[config.mk]
export PLATFORM = sky130hd
export DESIGN_NAME = mem_port_arbiter
export DESIGN_NICKNAME = d
export VERILOG_FILES = /design/src/rtl/mem_port_arbiter_pkg.sv /design/src/rtl/mem_port_arbiter_rr_pick_2.sv /design/src/rtl/mem_port_arbiter.sv
export SDC_FILE = /design/constraint.sdc
export NUM_CORES = 1
export LEC_CHECK = 0
export CAP_MARGIN = 15
export CORE_MARGIN = 10
export CORE_UTILIZATION = 41
export CTS_BUF_LIST = sky130_fd_sc_hd__clkbuf_8
export CTS_CLUSTER_SIZE = 40
export DETAILED_ROUTE_END_ITERATION = 6
export PLACE_DENSITY_LB_ADDON = 0.08
export SYNTH_ARGS = -nofsm -noshare
export SYNTH_HDL_FRONTEND = slang
export SYNTH_HIERARCHICAL = 1
export SYNTH_SLANG_ARGS = --single-unit
[constraint.sdc]
create_clock -name clk -period 5.4 [get_ports clk]
set_input_delay 0.81 -clock clk [delete_from_list [all_inputs] [get_ports clk]]
set_output_delay 0.81 -clock clk [all_outputs]
set_load 0.05 [all_outputs]
[src/rtl/mem_port_arbiter_pkg.sv]
// mem_port_arbiter_pkg: state/owner encodings and counter sizing shared by the memory port arbiter
package mem_port_arbiter_pkg;
  typedef enum logic [1:0] {
    ARB_IDLE  = 2'd0,
    ARB_ISSUE = 2'd1,
    ARB_RESP  = 2'd2
  } arb_state_t;
  localparam logic OWN_CPU = 1'b0;
  localparam logic OWN_DMA = 1'b1;
  function automatic int cnt_width(input int t);
    return (t > 0) ? $clog2(t + 1) : 1;
  endfunction
endpackage

[src/rtl/mem_port_arbiter_rr_pick_2.sv]
// rr_pick_2: combinational 2-way round-robin picker; req[0] is CPU, req[1] is DMA
module rr_pick_2
  import mem_port_arbiter_pkg::*;
(
  input  logic [1:0] req,
  input  logic       last,
  output logic       gnt_valid,
  output logic       winner
);
  assign gnt_valid = |req;
  assign winner = &req ? ~last : (req[1] ? OWN_DMA : OWN_CPU);
endmodule

[src/rtl/mem_port_arbiter.sv]
// mem_port_arbiter: shares the unified memory port between CPU and DMA with a bounded-wait handshake
module mem_port_arbiter
  import mem_port_arbiter_pkg::*;
#(
  parameter int AW      = 32,
  parameter int DW      = 32,
  parameter int TIMEOUT = 255
) (
  input  logic          clk,
  input  logic          reset,
  input  logic          cpu_req,
  input  logic          cpu_we,
  input  logic [AW-1:0] cpu_addr,
  input  logic [DW-1:0] cpu_wdata,
  output logic          cpu_gnt,
  output logic          cpu_done,
  output logic          cpu_err,
  output logic [DW-1:0] cpu_rdata,
  input  logic          dma_req,
  input  logic          dma_we,
  input  logic [AW-1:0] dma_addr,
  input  logic [DW-1:0] dma_wdata,
  output logic          dma_gnt,
  output logic          dma_done,
  output logic          dma_err,
  output logic [DW-1:0] dma_rdata,
  output logic          mem_valid,
  output logic          mem_we,
  output logic [AW-1:0] mem_addr,
  output logic [DW-1:0] mem_wdata,
  input  logic          mem_ready,
  input  logic [DW-1:0] mem_rdata,
  output logic          busy
);
  localparam int CW = cnt_width(TIMEOUT);
  arb_state_t    r_state;
  logic          r_owner, r_last, r_first, r_we, r_err;
  logic [AW-1:0] r_addr;
  logic [DW-1:0] r_wdata, r_rdata;
  logic [CW-1:0] r_cnt;
  logic          w_gnt_valid, w_winner, w_timeout, w_issue, w_resp, w_cpu_resp, w_dma_resp;
  rr_pick_2 u_pick (
    .req      ({dma_req, cpu_req}),
    .last     (r_last),
    .gnt_valid(w_gnt_valid),
    .winner   (w_winner)
  );
  // Fires on the edge closing the TIMEOUT-th ISSUE cycle
  assign w_timeout = (TIMEOUT != 0) && (r_cnt == CW'(TIMEOUT - 1));
  always_ff @(posedge clk) begin
    if (reset) begin
      r_state <= ARB_IDLE;
      r_owner <= OWN_CPU;
      r_last  <= OWN_DMA;
      r_first <= 1'b0;
      r_we    <= 1'b0;
      r_err   <= 1'b0;
      r_addr  <= '0;
      r_wdata <= '0;
      r_rdata <= '0;
      r_cnt   <= '0;
    end else begin
      case (r_state)
        ARB_IDLE: if (w_gnt_valid) begin
          r_state <= ARB_ISSUE;
          r_owner <= w_winner;
          r_last  <= w_winner;
          r_first <= 1'b1;
          r_we    <= w_winner ? dma_we : cpu_we;
          r_addr  <= w_winner ? dma_addr : cpu_addr;
          r_wdata <= w_winner ? dma_wdata : cpu_wdata;
          r_cnt   <= '0;
        end
        ARB_ISSUE: begin
          r_first <= 1'b0;
          if (mem_ready) begin
            r_state <= ARB_RESP;
            r_rdata <= r_we ? '0 : mem_rdata;
            r_err   <= 1'b0;
          end else if (w_timeout) begin
            r_state <= ARB_RESP;
            r_rdata <= '0;
            r_err   <= 1'b1;
          end else begin
            r_cnt <= r_cnt + CW'(1);
          end
        end
        ARB_RESP: r_state <= ARB_IDLE;
        default:  r_state <= ARB_IDLE;
      endcase
    end
  end
  assign w_issue    = r_state == ARB_ISSUE;
  assign w_resp     = r_state == ARB_RESP;
  assign w_cpu_resp = w_resp && r_owner == OWN_CPU;
  assign w_dma_resp = w_resp && r_owner == OWN_DMA;
  assign busy       = r_state != ARB_IDLE;
  assign mem_valid  = w_issue;
  assign mem_we     = w_issue && r_we;
  assign mem_addr   = r_addr;
  assign mem_wdata  = r_wdata;
  assign cpu_gnt    = w_issue && r_first && r_owner == OWN_CPU;
  assign dma_gnt    = w_issue && r_first && r_owner == OWN_DMA;
  assign cpu_done   = w_cpu_resp;
  assign dma_done   = w_dma_resp;
  assign cpu_err    = w_cpu_resp && r_err;
  assign dma_err    = w_dma_resp && r_err;
  assign cpu_rdata  = w_cpu_resp ? r_rdata : '0;
  assign dma_rdata  = w_dma_resp ? r_rdata : '0;
endmodule
* Yosys cells after proc, flatten, opt, wreduce, memory -nomap -nowiden
Cells that the tools add are included.
** Operators by class
- Add/subtract/negate cells :: 1
- Equal/unequal tests :: 7
- Multiplexer cells :: 22
- Bitwise gates (word level) :: 2
- Reductions and logical operators :: 19
** Operators with widths (count)
- two-way mux 32 bit :: 7
- two-way mux 8 bit :: 3
- one-hot mux 8 bit (2 select lines) :: 1
- AND reduction 2 bit :: 5
- adder 8 x 1 -> 8 bit (second input constant) :: 1
- == test 8 bit (second input constant) :: 1
- logical AND 1 bit :: 8
- two-way mux 1 bit :: 6
- two-way mux 2 bit :: 3
- nonzero test 2 bit :: 3
- != test 2 bit (second input constant) :: 2
- one-hot mux 2 bit (2 select lines) :: 1
- AND reduction 4 bit :: 1
- != test 3 bit (second input constant) :: 1
- == test 2 x 1 -> 1 bit (second input constant) :: 1
- == test 2 bit (second input constant) :: 1
- logical NOT 2 bit :: 1
- != test 2 x 1 -> 1 bit (second input constant) :: 1
- NOT 1 bit :: 2
- one-hot mux 1 bit (2 select lines) :: 1
- OR reduction 2 bit :: 1
** Storage, ports and cells
- Register bits after elaboration :: 111
- Bits of input ports :: 167
- Output and inout port bits :: 137
- Word-level logic and storage cells :: 61

* Logic depth before layout (Yosys ltp)
Gate-level depths: netlist (run 1).
- Depth in word-level cells :: 4
- Mapped depth :: 8
- Mapped depth without buffers :: 6

* By module
The synthesis (run 1) kept the hierarchy.
** By module, submodules not included
- mem_port_arbiter :: times used 1, cells each 531, area an instance 4966.0 sq um, seq. area each 2222.1 sq um
- rr_pick_2 :: times used 1, cells each 2, area an instance 13.8 sq um, seq. area each 0.0 sq um

* Least setup slack after synthesis (run 1)
OpenSTA, ideal clock, no wires.
- Path kind :: flip-flop to output port
- Start point :: reg r_state[1]
- End point :: out cpu_rdata[22]
- Data arrival time :: 1.883 ns
- Required time :: 4.590 ns
- Setup slack :: 2.707 ns
- Stages on the path, launching flop included :: 4
- Cell sequence :: dfxtp_1 nor3b_1 clkbuf_1 and2_1
** On the way
- Cells in the longest elaborated chain, start to end :: 3
** RTL lines
- start: declaration :: line mem_port_arbiter.sv:36 : arb_state_t r_state;
- start signal: assignment :: line mem_port_arbiter.sv:52 : r_state <= ARB_IDLE;
- start signal: assignment :: line mem_port_arbiter.sv:65 : r_state <= ARB_ISSUE;
- start signal: assignment :: line mem_port_arbiter.sv:77 : r_state <= ARB_RESP;
- == test 2 bit :: line mem_port_arbiter.sv:94 : assign w_resp = r_state == ARB_RESP;
- logical AND 1 bit :: line mem_port_arbiter.sv:95 : assign w_cpu_resp = w_resp && r_owner == OWN_CPU;
- via cpu_done :: line mem_port_arbiter.sv:16 : output logic cpu_done,
- two-way mux 32 bit :: line mem_port_arbiter.sv:108 : assign cpu_rdata = w_cpu_resp ? r_rdata : '0;
- end: declaration :: line mem_port_arbiter.sv:18 : output logic [DW-1:0] cpu_rdata,
The timed path passes the listed nets, and every way through them passes these cells.

* Worst setup path in the final report (run 1)
- Start point :: reg r_owner
- End point :: out dma_rdata[29]
** On the way
- Cells in the longest elaborated chain, start to end :: 2
** RTL lines
- start: declaration :: line mem_port_arbiter.sv:37 : logic r_owner, r_last, r_first, r_we, r_err;
- start signal: assignment :: line mem_port_arbiter.sv:66 : r_owner <= w_winner;
- logical AND 1 bit :: line mem_port_arbiter.sv:96 : assign w_dma_resp = w_resp && r_owner == OWN_DMA;
- two-way mux 32 bit :: line mem_port_arbiter.sv:109 : assign dma_rdata = w_dma_resp ? r_rdata : '0;
- end: declaration :: line mem_port_arbiter.sv:26 : output logic [DW-1:0] dma_rdata,
No other way between the ends.

==> results of run 1 <==
## sequential cells by signal, indices dropped and copies added (netlist names)
| register | cells |
|---|---|
| r_first | 1 |
| r_err | 1 |
| r_state | 2 |
| r_rdata | 32 |
| r_owner | 1 |
| r_cnt | 8 |
| r_we | 1 |
| r_last | 1 |
| mem_wdata | 32 |
| mem_addr | 32 |
## area by class of cell
cell class,count,area (sq um)
clock buffer,9,124
tap,147,184
timing repair buffer,309,3080
clock inverter,6,46.3
inverter,3,11.3
sequential,111,2220
fill,974,3740
multi-input combinational,371,2550
## worst min path at each step
stage               cells past startpoint       start  slack (ps)         end
global route                            1  r_rdata[1]         510  r_rdata[1]
global placement                        2     r_first         460     r_first
finish                                  2     r_first         490     r_first
floorplan                               2      r_last         440      r_last
detailed placement                      1  r_rdata[1]         470  r_rdata[1]
CTS                                     2     r_first         490     r_first
## Yosys cell counts (2+ instances only)
cell type	number
dfxtp_1	111
and2_1	68
nor2_1	67
a211oi_1	66
mux2i_1	65
a22o_1	28
clkbuf_1	27
nand2_1	15
a21oi_1	13
buf_2	13
nand3_1	12
a31oi_1	5
and3_1	4
buf_4	4
o21ai_0	4
buf_1	3
a311oi_1	2
ha_1	2
inv_1	2
or3_1	2
## routing by layer
metal	track usage, %	vias up	wire, um
met4	6.08	0	322
met2	37.5	206	9390
met1	19.9	2190	6110
met3	9.37	23	2350
li1	-	2451	-
met5	0	-	0
## critical path, delay by kind of cell, from the launching register on
family / cells / cell delay (ps)
buffers and inverters: 1 / 820
DFF: 1 / 410
and+or+nand+nor: 2 / 1000
## cells by family after synthesis
logic type,synth area share (%)
AO/OA/AOI/OAI,18.4
adder cells (fa/ha/maj),0.502
multiplexers,13.1
flip-flops,44.6
buffers and inverters,4.62
AND/OR/NAND/NOR,18.8
## where the power goes
part	total, mW	internal [mW]	switching, mW
registers	0.932	0.890	0.0421
clock network	0.450	0.169	0.281
logic	0.688	0.288	0.400
==> impl_metrics.py, run 1 <==
metrics = {
    "sta": {
        "tightest_slew_ps": 1000,
        "hold_ws_ps": 486,
        "slew_viol_final": 0,
        "rsz0062_at_grt": "false",
        "finalSetupViolCount": 0,
        "setup_ws_ps": 1980,
        "fin_skew_ps": 11.8,
        "relSlewSlack_pct": 33.1,
        "fin_setup_tns_ps": 0,
        "period_needed_ps": 3420,
        "finalHoldViolCount": 0,
        "finalCritPeriodShare_pct": 63.3,
        "fmax_mhz": 293,
    },
    "clock_tree": {
        "root_buffer": "clkbuf_8",
        "cts_max_level": 3,
        "post_cts_buffers": 0,
        "cts_resized": 0,
        "insertion_delay_ps": 360,
        "cts.sinks": 111,
        "cts.reportedPaths.clkPinSlew_ps": 100,
        "cts_buffers": 9,
        "hold_buffers": 0,
        "cts_tree": "yes",
        "cts.path.max_buffers": 2,
    },
    "synthesis": {
        "yosysTopAreaCell": "dfxtp_1",
        "ys_warn_count": 6,
        "async_flop_share_pct": 0,
        "postSynthCellCount": 533,
        "synthesis.nets": 702,
        "yosys_most_used_dff": "dfxtp_1",
        "synth.distinct_cells": 40,
        "synth_seq_cells": 111,
        "ys_seq_area_share_pct": 44.6,
        "syn_area_sq_mm": 0.00498,
        "synth_top_cells_by_area": "dfxtp_1 (45%), mux2i_1 (13%), a211oi_1 (9.9%)",
        "synth_top_area_share_pct": 44.6,
        "synth_edf_count": 0,
        "syn_avg_cell_area_sq_um": 9.34,
    },
    "setup_path": {
        "worst_setup_path_start_kind": "register",
        "cp_cell_sequence": "and3b_1 -> and2_1 -> clkdlybuf4s50_1",
        "rrSetupSlack_ps": 3160,
        "arrival_ps": 2610,
        "cp-startpoint": "r_owner",
        "crit_path_end_kind": "output pin",
        "crit_type": "register to output pin",
        "critical-path-max-stage-delay_ps": 820,
        "cp_max_fo": 34,
        "r2r_end": "mem_addr[18]",
        "worstPathRequired_ps": 4590,
        "regToRegStartpoint": "r_state[1]",
        "cp_slowest_cell": "clkdlybuf4s50_1",
        "endpoint": "dma_rdata[29]",
        "r2r_cells": 5,
    },
    "route": {
        "wire_per_inst_um": 19.0,
        "ant_nets": 0,
        "wl_mm": 18.2,
        "drtIter0Drc": 185,
        "routed-via-count": 4870,
        "routed_via_density": 5.09,
        "detail_route.first_pass.iterations": 4,
        "route.detailed.drc": 0,
    },
    "power_and_ir_drop": {
        "p_total_mw": 2.07,
        "power.leakage_nw": 3.11,
        "pwr_density_cell_mw_per_mm2": 252,
        "worst_ir_drop_vdd_uv": 123,
    },
    "floorplanning": {
        "ios": 304,
        "coreArea_sq_mm": 0.0120,
        "die-area_sq_mm": 0.0170,
        "die_w_um": 130,
        "start_util_pct": 41.6,
        "dieHeight_um": 130,
        "num_rows": 40,
    },
    "min_path": {
        "hp-class": "register to register",
    },
    "cells_and_area": {
        "syn_to_final_growth_pct": 65.0,
        "fin_area_sq_mm": 0.00822,
        "instances_no_fill": 956,
        "final_util_pct": 68.7,
        "antennaDiodeCount": 0,
        "final_cell_mix": "clkdlybuf4s50_1 (302), dfxtp_1 (111), and2_1 (67), nor2_1 (67), a211oi_1 (66)",
        "layout_commonest_cell": "clkdlybuf4s50_1",
        "nets": 974,
        "drive_gt1_share_pct": 3.71,
    },
    "status": {
        "status": "finished, final reports clean",
    },
    "place": {
        "dpl_cell_area_sq_mm": 0.00803,
        "port_buffers": 303,
        "gp_congestion": 0.831,
        "dp_hpwl_mm": 14.7,
        "dp_cells": 940,
        "place_ws_ps": 2300,
    },
    "job": {
        "maxCapViolations": 0,
    },
    "global_route": {
        "grt_overflow_total": 0,
        "grt_pass1_vias": 5030,
        "grt_max_degree": 107,
        "grt_util_all_layers_pct": 20.4,
        "antenna_found_initial": 0,
        "grt_first_pass_wirelength_mm": 27.2,
    },
}
Note: power is estimated with default switching activity, not from simulation.
==> run 2: changes to the inputs <==
CORE_UTILIZATION = 38   (was 41)
clock period = 3.2 ns   (was 5.4 ns; I/O delays follow)
==> run 2 against run 1 <==
Compared with the run above:
- register-to-register slack worse by 2100 ps
- sequential cell count unchanged
- non-clock buffer count up 7
- wire length up 3.9%
==> impl_metrics.py, run 2 (synthesis gave the netlist of run 1 again) <==
metrics = {
    "setup_path": {
        "crit_family": "buffers and inverters",
        "crit_type": "register to output pin",
        "rrSetupSlack_ps": 1090,
        "worstPathRequired_ps": 2720,
        "r2r_end": "r_rdata[5]",
        "cp_slowest_cell": "clkdlybuf4s50_1",
        "cp_cell_sequence": "nand2b_1 -> clkinv_1 -> and3_1 -> clkdlybuf4s50_1",
        "arrival_ps": 2310,
        "cp_max_fo": 9,
        "critical-path-max-stage-delay_ps": 700,
        "worst_setup_path_start_kind": "register",
        "r2r_cells": 6,
        "critPathBufInv": 2,
        "crit_path_end_kind": "output pin",
        "regToRegStartpoint": "r_cnt[0]",
    },
    "route": {
        "routed_via_density": 4.98,
        "routed-via-count": 4923,
        "drtIter0Drc": 197,
        "detail_route.first_pass.iterations": 5,
        "route.detailed.drc": 0,
        "wire_per_inst_um": 19.1,
        "wl_mm": 18.9,
        "ant_nets": 0,
    },
    "global_route": {
        "met3_usage_pct": 10.3,
        "grt_overflow_total": 0,
        "use_met2_pct": 35.0,
        "grt_first_pass_wirelength_mm": 28.8,
        "grt_pass1_vias": 5256,
        "antenna_found_initial": 0,
        "grt-busiest-layer": "met2",
        "grt_max_degree": 53,
        "grtUsageMet1_pct": 19.9,
        "grt_util_all_layers_pct": 20.1,
    },
    "floorplanning": {
        "ios": 304,
        "die_w_um": 134,
        "dieHeight_um": 134,
        "die-area_sq_mm": 0.0181,
        "num_rows": 41,
        "start_util_pct": 39.1,
        "coreArea_sq_mm": 0.0127,
    },
    "power_and_ir_drop": {
        "power.leakage_nw": 3.17,
        "p_total_mw": 3.58,
        "pwr_density_cell_mw_per_mm2": 430,
        "worst_ir_drop_vdd_uv": 210,
    },
    "sta": {
        "finalCritPeriodShare_pct": 87.2,
        "finalSetupViolCount": 0,
        "slew_viol_final": 0,
        "fin_skew_ps": 10.7,
        "period_needed_ps": 2790,
        "fmax_mhz": 358,
        "tightest_slew_ps": 700,
        "relSlewSlack_pct": 53.3,
        "setup_ws_ps": 408,
        "fin_setup_tns_ps": 0,
        "rsz0062_at_grt": "false",
        "finalHoldViolCount": 0,
    },
    "job": {
        "maxCapViolations": 0,
    },
    "place": {
        "gp_congestion": 0.827,
        "dp_hpwl_mm": 15.4,
        "place_ws_ps": 784,
        "port_buffers": 303,
        "dp_cells": 973,
        "dpl_cell_area_sq_mm": 0.00814,
    },
    "clock_tree": {
        "root_buffer": "clkbuf_8",
        "cts_max_level": 3,
        "cts_resized": 0,
        "cts_tree": "yes",
        "hold_buffers": 0,
        "cts_buffers": 9,
        "insertion_delay_ps": 370,
        "cts.reportedPaths.clkPinSlew_ps": 100,
        "cts.sinks": 111,
        "cts.path.max_buffers": 2,
        "post_cts_buffers": 0,
    },
    "min_path": {
        "whs_path_depth": 2,
        "hp-class": "register to register",
        "min_from": "r_first",
        "worstHoldEndpoint": "r_first",
    },
    "status": {
        "status": "finished, final reports clean",
    },
    "cells_and_area": {
        "instances_no_fill": 989,
        "antennaDiodeCount": 0,
        "layout_commonest_cell": "clkdlybuf4s50_1",
        "syn_to_final_growth_pct": 67.2,
        "drive_gt1_share_pct": 4.41,
        "nets": 981,
        "fin_area_sq_mm": 0.00833,
        "final_cell_mix": "clkdlybuf4s50_1 (302), dfxtp_1 (111), and2_1 (67), nor2_1 (67), a211oi_1 (66)",
    },
}
## run 2: final cells by class
| cell class | instances | area, sq um |
|---|---|---|
| clock buffers | 10 | 138 |
| clock inverters | 6 | 53.8 |
| fillers | 1079 | 4400 |
| inverters | 3 | 11.3 |
| multi-input cells | 371 | 2550 |
| flip-flops and latches | 111 | 2220 |
| well taps | 172 | 215 |
| repair buffers | 316 | 3140 |
## run 2: tightest hold or removal path, cell delays in order, from the launching register on
cell and delay [ps]:
dfxtp_1 340, nand2_1 60, a21oi_1 50
## run 2: how the worst max path moves through the flow
| stage | startpoint | to | slack, ps | cells after the start |
|---|---|---|---|---|
| after global placement | r_state[1] | dma_gnt | 840 | 4 |
| after floorplan | r_state[1] | cpu_rdata[22] | 840 | 3 |
| after CTS | r_state[1] | dma_gnt | 380 | 4 |
| after detailed placement | dma_req | mem_addr[7] | 780 | 5 |
| final | r_state[1] | dma_gnt | 410 | 4 |
| after global routing | r_state[1] | dma_gnt | 210 | 4 |
## run 2: layer usage
layer	routed length (um)	part of all wire, %
met5	0	0
met4	506	2.7
met3	2250	12
met2	9240	49
met1	6890	36
## run 2: power breakdown
part | total, mW | internal [mW] | switching, mW
registers | 1.57 | 1.50 | 0.0704
logic | 1.18 | 0.495 | 0.681
clock network | 0.836 | 0.375 | 0.461
## run 2: metrics by stage
step                hold WS (ps)  utilization [%]
floorplan                    438                -
global placement             464             63.9
detailed placement           471             63.9
CTS                          490             65.5
global route                 510             65.5
finish                       489             65.5
==> run 3: changes to the inputs <==
SLEW_MARGIN = 10   (was unset)
==> results of run 3 <==
Same layout as run 2: the final DEF is identical, and so are final timing and power.
